File: src/rtl/dcmac_pkg.sv
// Shared DCMAC segment constants: per-segment field widths and tuser bit positions.
package dcmac_pkg;

    localparam int SEG_DW     = 128;
    localparam int SEG_MTY_W  = 4;
    localparam int SEG_USER_W = 3;

    // tuser layout per segment: {ena, sop, err}
    localparam int USR_ENA = 2;
    localparam int USR_SOP = 1;
    localparam int USR_ERR = 0;

endpackage

File: src/rtl/sat_counter.sv
// Saturating statistics counter with synchronous clear; clear wins over increment.
module sat_counter #(
    parameter int CNT_W = 32
) (
    input  logic             clk,
    input  logic             resetn,
    input  logic             inc,
    input  logic             clr,
    output logic [CNT_W-1:0] cnt
);

    logic [CNT_W-1:0] cnt_q, cnt_d;

    // Next count: clear, else increment unless already at all-ones.
    always_comb begin
        cnt_d = cnt_q;
        if (clr) begin
            cnt_d = '0;
        end else if (inc && (cnt_q != '1)) begin
            cnt_d = cnt_q + CNT_W'(1);
        end
    end

    // Count register.
    always_ff @(posedge clk) begin
        if (!resetn) begin
            cnt_q <= '0;
        end else begin
            cnt_q <= cnt_d;
        end
    end

    assign cnt = cnt_q;

endmodule

File: src/rtl/dcmac_rx_seg_gather.sv
// Gathers IN_SEGS-wide segment groups into OUT_SEGS-wide beats. A beat closes on the
// last slot or on any eop; a sop on segment 0 mid-beat discards the stale partial.
module dcmac_rx_seg_gather
    import dcmac_pkg::*;
#(
    parameter int IN_SEGS  = 2,
    parameter int OUT_SEGS = 4,
    parameter int CNT_W    = 32
) (
    input  logic                           clk,
    input  logic                           resetn,
    input  logic [IN_SEGS*SEG_DW-1:0]      in_tdata,
    input  logic [IN_SEGS*SEG_MTY_W-1:0]   in_tid,
    input  logic [IN_SEGS*SEG_USER_W-1:0]  in_tuser,
    input  logic [IN_SEGS-1:0]             in_tlast,
    input  logic                           in_tvalid,
    output logic [OUT_SEGS*SEG_DW-1:0]     out_tdata,
    output logic [OUT_SEGS*SEG_MTY_W-1:0]  out_tid,
    output logic [OUT_SEGS*SEG_USER_W-1:0] out_tuser,
    output logic [OUT_SEGS-1:0]            out_tlast,
    output logic                           out_tvalid,
    input  logic                           cnt_clear,
    output logic [CNT_W-1:0]               beat_cnt,
    output logic [CNT_W-1:0]               trunc_cnt,
    output logic [CNT_W-1:0]               drop_cnt,
    output logic                           drop_pulse
);

    localparam int RATIO  = OUT_SEGS / IN_SEGS;
    localparam int SLOT_W = (RATIO > 1) ? $clog2(RATIO) : 1;
    localparam int IDW    = IN_SEGS * SEG_DW;
    localparam int IMW    = IN_SEGS * SEG_MTY_W;
    localparam int IUW    = IN_SEGS * SEG_USER_W;
    localparam int ODW    = OUT_SEGS * SEG_DW;
    localparam int OMW    = OUT_SEGS * SEG_MTY_W;
    localparam int OUW    = OUT_SEGS * SEG_USER_W;
    localparam logic [SLOT_W-1:0] LAST_SLOT = SLOT_W'(RATIO - 1);

    generate
        if ((IN_SEGS != 1) && (IN_SEGS != 2) && (IN_SEGS != 4)) begin : g_bad_in_segs
            $error("dcmac_rx_seg_gather: IN_SEGS must be 1, 2 or 4");
        end
        if (((OUT_SEGS % IN_SEGS) != 0) || (OUT_SEGS > 8)) begin : g_bad_out_segs
            $error("dcmac_rx_seg_gather: OUT_SEGS must be a multiple of IN_SEGS and at most 8");
        end
    endgenerate

    logic              r_valid_q, r_valid_d;
    logic [IDW-1:0]    r_data_q, r_data_d;
    logic [IMW-1:0]    r_tid_q, r_tid_d;
    logic [IUW-1:0]    r_user_q, r_user_d;
    logic [IN_SEGS-1:0] r_last_q, r_last_d;

    logic [SLOT_W-1:0] slot_q, slot_d;
    logic [ODW-1:0]    acc_data_q, acc_data_d;
    logic [OMW-1:0]    acc_tid_q, acc_tid_d;
    logic [OUW-1:0]    acc_user_q, acc_user_d;
    logic [OUT_SEGS-1:0] acc_last_q, acc_last_d;

    logic [ODW-1:0]    out_data_q, out_data_d;
    logic [OMW-1:0]    out_tid_q, out_tid_d;
    logic [OUW-1:0]    out_user_q, out_user_d;
    logic [OUT_SEGS-1:0] out_last_q, out_last_d;
    logic              out_valid_q, out_valid_d;
    logic              trunc_pulse_q, trunc_pulse_d;
    logic              drop_pulse_q, drop_pulse_d;

    logic              realign;
    logic              complete;
    logic [SLOT_W-1:0] eff_slot;
    logic [ODW-1:0]    merged_data;
    logic [OMW-1:0]    merged_tid;
    logic [OUW-1:0]    merged_user;
    logic [OUT_SEGS-1:0] merged_last;

    // Realign detection and the beat image formed by the accumulator plus the current group.
    always_comb begin
        realign = 1'b0;
        if (RATIO > 1) begin
            realign = r_valid_q && r_user_q[USR_SOP] && (slot_q != '0);
        end
        eff_slot = realign ? '0 : slot_q;
        complete = (eff_slot == LAST_SLOT) || (|r_last_q);

        // A realigned group starts from an empty accumulator; slots above the current
        // one are already zero because the accumulator is cleared on every completion.
        merged_data = realign ? '0 : acc_data_q;
        merged_tid  = realign ? '0 : acc_tid_q;
        merged_user = realign ? '0 : acc_user_q;
        merged_last = realign ? '0 : acc_last_q;
        for (int k = 0; k < RATIO; k++) begin
            if (eff_slot == SLOT_W'(k)) begin
                merged_data[k*IDW +: IDW]     = r_data_q;
                merged_tid[k*IMW +: IMW]      = r_tid_q;
                merged_user[k*IUW +: IUW]     = r_user_q;
                merged_last[k*IN_SEGS +: IN_SEGS] = r_last_q;
            end
        end
    end

    // Next-state: input stage capture, slot/accumulator advance, beat emission.
    always_comb begin
        r_valid_d     = in_tvalid;
        r_data_d      = in_tdata;
        r_tid_d       = in_tid;
        r_user_d      = in_tuser;
        r_last_d      = in_tlast;

        slot_d        = slot_q;
        acc_data_d    = acc_data_q;
        acc_tid_d     = acc_tid_q;
        acc_user_d    = acc_user_q;
        acc_last_d    = acc_last_q;
        out_data_d    = out_data_q;
        out_tid_d     = out_tid_q;
        out_user_d    = out_user_q;
        out_last_d    = out_last_q;
        out_valid_d   = 1'b0;
        trunc_pulse_d = 1'b0;
        drop_pulse_d  = 1'b0;

        if (r_valid_q) begin
            drop_pulse_d = realign;
            if (complete) begin
                out_data_d    = merged_data;
                out_tid_d     = merged_tid;
                out_user_d    = merged_user;
                out_last_d    = merged_last;
                out_valid_d   = 1'b1;
                trunc_pulse_d = (eff_slot != LAST_SLOT);
                slot_d        = '0;
                acc_data_d    = '0;
                acc_tid_d     = '0;
                acc_user_d    = '0;
                acc_last_d    = '0;
            end else begin
                acc_data_d = merged_data;
                acc_tid_d  = merged_tid;
                acc_user_d = merged_user;
                acc_last_d = merged_last;
                slot_d     = eff_slot + SLOT_W'(1);
            end
        end
    end

    // All pipeline state; a reset drops any partial beat silently.
    always_ff @(posedge clk) begin
        if (!resetn) begin
            r_valid_q     <= 1'b0;
            r_data_q      <= '0;
            r_tid_q       <= '0;
            r_user_q      <= '0;
            r_last_q      <= '0;
            slot_q        <= '0;
            acc_data_q    <= '0;
            acc_tid_q     <= '0;
            acc_user_q    <= '0;
            acc_last_q    <= '0;
            out_data_q    <= '0;
            out_tid_q     <= '0;
            out_user_q    <= '0;
            out_last_q    <= '0;
            out_valid_q   <= 1'b0;
            trunc_pulse_q <= 1'b0;
            drop_pulse_q  <= 1'b0;
        end else begin
            r_valid_q     <= r_valid_d;
            r_data_q      <= r_data_d;
            r_tid_q       <= r_tid_d;
            r_user_q      <= r_user_d;
            r_last_q      <= r_last_d;
            slot_q        <= slot_d;
            acc_data_q    <= acc_data_d;
            acc_tid_q     <= acc_tid_d;
            acc_user_q    <= acc_user_d;
            acc_last_q    <= acc_last_d;
            out_data_q    <= out_data_d;
            out_tid_q     <= out_tid_d;
            out_user_q    <= out_user_d;
            out_last_q    <= out_last_d;
            out_valid_q   <= out_valid_d;
            trunc_pulse_q <= trunc_pulse_d;
            drop_pulse_q  <= drop_pulse_d;
        end
    end

    assign out_tdata  = out_data_q;
    assign out_tid    = out_tid_q;
    assign out_tuser  = out_user_q;
    assign out_tlast  = out_last_q;
    assign out_tvalid = out_valid_q;
    assign drop_pulse = drop_pulse_q;

    sat_counter #(.CNT_W(CNT_W)) u_beat_cnt (
        .clk    (clk),
        .resetn (resetn),
        .inc    (out_valid_q),
        .clr    (cnt_clear),
        .cnt    (beat_cnt)
    );

    sat_counter #(.CNT_W(CNT_W)) u_trunc_cnt (
        .clk    (clk),
        .resetn (resetn),
        .inc    (trunc_pulse_q),
        .clr    (cnt_clear),
        .cnt    (trunc_cnt)
    );

    sat_counter #(.CNT_W(CNT_W)) u_drop_cnt (
        .clk    (clk),
        .resetn (resetn),
        .inc    (drop_pulse_q),
        .clr    (cnt_clear),
        .cnt    (drop_cnt)
    );

endmodule

File: config.mk
export PLATFORM = sky130hd
export DESIGN_NAME = dcmac_rx_seg_gather
export DESIGN_NICKNAME = d
export VERILOG_FILES = /design/src/rtl/dcmac_pkg.sv /design/src/rtl/sat_counter.sv /design/src/rtl/dcmac_rx_seg_gather.sv
export SDC_FILE = /design/constraint.sdc
export NUM_CORES = 2
export LEC_CHECK = 0
export ABC_AREA = 1
export BUFFER_PORTS_ARGS = -buffer_cell sky130_fd_sc_hd__buf_2
export CAP_MARGIN = 30
export CORE_AREA = 2 2 359 361
export DETAILED_ROUTE_END_ITERATION = 6
export DIE_AREA = 0 0 361 363
export PLACE_DENSITY = 0.65
export SETUP_SLACK_MARGIN = 0.05
export SYNTH_ARGS = -nofsm -noshare
export SYNTH_HDL_FRONTEND = slang
export SYNTH_SLANG_ARGS = --single-unit
export TNS_END_PERCENT = 20
File: constraint.sdc
create_clock -name clk -period 3.7 [get_ports clk]
set_clock_uncertainty 0.2 [all_clocks]
set_input_delay 0.74 -clock clk [delete_from_list [all_inputs] [get_ports clk]]
set_output_delay 0.74 -clock clk [all_outputs]
set_load 0.02 [all_outputs]
==> implementation parameters <==
Parameter                              Value

Routing
  Total Routed Length    191000 um
  Post-detailed-route via-to-cell ratio    5.31
  Number of antenna-violating nets in the routed design    0
  Wirelength per Cell    18.9 um
  Number of vias after detailed routing    53600
  DRC Markers    0
  Number of search-and-repair iterations in the first detailed-routing pass    6
  DRC violation total after the first TritonRoute iteration    4811

Synthesis
  Post-synthesis instance area    56200 um2
  Post-synthesis area per instance    7.55 um2
  FF+latch count, synth    1461
  Number of warning messages in the yosys log    0
  Number of cells produced by synthesis    7444
  Synth top area cells    sky130_fd_sc_hd__dfxtp_1, sky130_fd_sc_hd__nand2_1, sky130_fd_sc_hd__o21ai_0, sky130_fd_sc_hd__nor2_1, sky130_fd_sc_hd__a32o_1
  Number of distinct library cell variants in the gate-level netlist after synthesis    37
  Area share of the largest cell type after synthesis    0.520
  Ys flop type    sky130_fd_sc_hd__dfxtp_1
  Sequential area share after synthesis    0.520
  Share of synthesized registers carrying an async set or reset    0
  List of most frequent post-synthesis cells    sky130_fd_sc_hd__nand2_1, sky130_fd_sc_hd__dfxtp_1, sky130_fd_sc_hd__nor2_1, sky130_fd_sc_hd__o21ai_0, sky130_fd_sc_hd__inv_1
  Dominant cell by count in the synthesized netlist    sky130_fd_sc_hd__nand2_1
  Number of flops mapped to enable cells by yosys    0
  Cell accounting for the most synthesized area    sky130_fd_sc_hd__dfxtp_1
  Net Count, Synth    7723

Timing
  Normalized max-slew margin    0.138
  Ratio of final minimum period to clock period    0.805
  Post-Route Setup TNS    0 ns
  Transition at the pin with the smallest max-transition slack    1.29 ns
  Post-layout minimum cycle time    2.98 ns
  Tightest hold margin    0.0552 ns
  Setup violations, final    0
  Highest attainable clock frequency    336 MHz
  Unrepaired setup endpoints after global routing    no
  Total count of max-transition violations in the final report    0
  Number of failing hold endpoints at the final stage    0

Clock tree
  H-tree level count    4
  CTS Buf Count    154
  TritonCTS clock tree    done
  Master cell of the clock root buffer    sky130_fd_sc_hd__clkbuf_16
  Number of sinks handled by clock tree synthesis    1461
  CTS clock-pin slew for the worst setup and hold paths    0.06 ns
  Worst-case clock buffer depth    3
  Number of gates resized after CTS    0
  Clock insertion delay at the later pin of the skew report    0.79 ns

Setup path
  Worst setup path category    reg2reg
  Launching element type of the critical path    flip-flop
  Crit end category    flip-flop
  Worst Path Max Fanout    69
  Critical path arrival    3.49 ns
  Critical path required time    4.21 ns

Outcome
  Status    completed

Layout
  Total area of multi-input combinational cells    22200 um2
  Area overhead of the layout relative to synthesis    23.1%
  Filler Cell Count    12100
  Layout net count    8589
  Area occupied by registers    29300 um2
  Fraction of final layout cells sized beyond drive strength 1    0.149

Global route
  Largest net degree at the start of global routing    214
  Number of global-route vias before repair    49200
  Wire length of the first global-routing pass    288000 um
  Remaining global-route overflow    0
  Total track usage    0.277
  Number of antenna violations at the first check in global routing    5

Floorplan
  Initial Utilization    0.443
  Die Wd    361 um
  Placeable core area    127000 um2
  Die Area    131000 um2
  Placement row count    131
  Chip height    363 um
  Number of top-level design ports    918

Placed design
  Post-DP HPWL    120000 um
  Placer congestion estimate    0.902
  Count of buffers inserted at the top-level ports    917

Pwr
  IR Drop Worst-Case VDD    0.424 mV
  Leakage power summed over all cells    0.0309 uW
  Areal power density over the cells    513 nW/um2

Worst hold path
  Type of the worst min-delay path    in2reg

Run
  Max Cap Viol    0
worst max-delay path, stage by stage (launching register included):
cell and delay [ns]:
sky130_fd_sc_hd__dfxtp_1 0.43, sky130_fd_sc_hd__nand2_2 0.20, sky130_fd_sc_hd__nand2_8 0.10, sky130_fd_sc_hd__nand2_2 0.17
sky130_fd_sc_hd__nand2_8 0.27, sky130_fd_sc_hd__inv_8 0.43, sky130_fd_sc_hd__buf_4 0.68, sky130_fd_sc_hd__o21ai_0 0.19
sky130_fd_sc_hd__nor2_1 0.15
flip-flops by register name, indices dropped and copies added (netlist names), 16 cells and up:
signal           count
r_data_q           256
u_beat_cnt.cnt      32
u_drop_cnt.cnt      32
u_trunc_cnt.cnt     32
out_tdata          512
out_tid             16
acc_tid_q           16
acc_data_q         512
cell type report:
class / instances / area share
Clock buffer: 228 / 0.0657
Clock inverter: 47 / 0.0103
Timing Repair Buffer: 1246 / 0.117
Antenna cell: 4 / 0.000145
Sequential cell: 1461 / 0.422
Inverter: 599 / 0.0329
Tap cell: 1662 / 0.0300
Multi-Input combinational cell: 4848 / 0.321
logic make-up after synthesis:
logic type	after synthesis	synth area share
AOI/OAI and AO/OA	1442	0.155
xor gates and xnor gates	7	0.00109
adders and majority gates	3	0.000668
buffers and inverters	1135	0.0851
DFF	1461	0.520
and+or+nand+nor	3396	0.238
placed cells by master (no fill, tap or decap), types with 4 or more instances in the layout:
master / netlist / layout
sky130_fd_sc_hd__a21oi_1: 368 / 368
sky130_fd_sc_hd__a22o_1: 32 / 32
sky130_fd_sc_hd__a31oi_1: 11 / 11
sky130_fd_sc_hd__a32o_1: 269 / 269
sky130_fd_sc_hd__buf_12: 0 / 32
sky130_fd_sc_hd__buf_2: 140 / 916
sky130_fd_sc_hd__buf_4: 70 / 31
sky130_fd_sc_hd__bufinv_16: 0 / 13
sky130_fd_sc_hd__clkbuf_1: 291 / 37
sky130_fd_sc_hd__clkbuf_16: 0 / 158
sky130_fd_sc_hd__clkbuf_8: 0 / 33
sky130_fd_sc_hd__clkinv_2: 0 / 19
sky130_fd_sc_hd__dfxtp_1: 1461 / 1460
sky130_fd_sc_hd__diode_2: 0 / 4
sky130_fd_sc_hd__dlygate4sd3_1: 0 / 266
sky130_fd_sc_hd__inv_1: 593 / 592
sky130_fd_sc_hd__inv_6: 0 / 4
sky130_fd_sc_hd__nand2_1: 2202 / 2202
sky130_fd_sc_hd__nand2_2: 5 / 4
sky130_fd_sc_hd__nand3_1: 332 / 332
sky130_fd_sc_hd__nand4_1: 29 / 29
sky130_fd_sc_hd__nor2_1: 784 / 783
sky130_fd_sc_hd__nor2_2: 11 / 10
sky130_fd_sc_hd__nor2_4: 3 / 5
sky130_fd_sc_hd__nor3_1: 14 / 14
sky130_fd_sc_hd__o21ai_0: 719 / 719
sky130_fd_sc_hd__o21ai_1: 40 / 40
sky130_fd_sc_hd__xor2_1: 6 / 6
path summary, 6_finish.rpt:
path	start	endpoint	slack, ns	cells past startpoint
worst min-delay path	in_tdata[61]	r_data_q[61]	0.06	3
worst max-delay path	r_valid_q	out_tdata[294]	0.72	8
worst min register to register	acc_last_q[0]	acc_last_q[0]	0.24	2
worst max register to register	r_valid_q	out_tdata[294]	0.72	8
per-stage QoR:
step / setup slack (ns) / power, uW / area, um2 / std cells / utilization
2_1_floorplan: 1.64 / 18500 / 56200 / 7444 / -
3_3_place_gp: 0.772 / 19600 / 61300 / 9550 / 0.483
3_5_place_dp: 0.738 / 19600 / 61300 / 9550 / 0.483
4_1_cts: 0.714 / 35800 / 69200 / 10100 / 0.545
5_1_grt: 0.480 / 36700 / 69200 / 10100 / 0.545
6_report: 0.723 / 35600 / 69300 / 10100 / 0.545
power breakdown:
group	leakage [uW]	internal [uW]	total (uW)	switching (uW)
registers	0.0119	16200	16600	342
logic	0.0164	931	2980	2050
clock network	0.00258	9460	16000	6560
repair_timing:
| action | 4_1_cts | 5_1_grt |
|---|---|---|
| hold buffers | 266 | 0 |
| setup buffers | 0 | 0 |
| endpoints found under the hold margin | 266 | 0 |
metal layers:
metal / routed length (um) / global-route usage / part of all wire / up-vias
met4: 9210 / 0.133 / 0.048 / 0
met2: 85600 / 0.435 / 0.45 / 2006
met5: 0 / 0 / 0 / -
li1: - / - / - / 25700
met3: 14400 / 0.0520 / 0.075 / 385
met1: 82100 / 0.368 / 0.43 / 25400
Power figures use the tool's default switching activity.
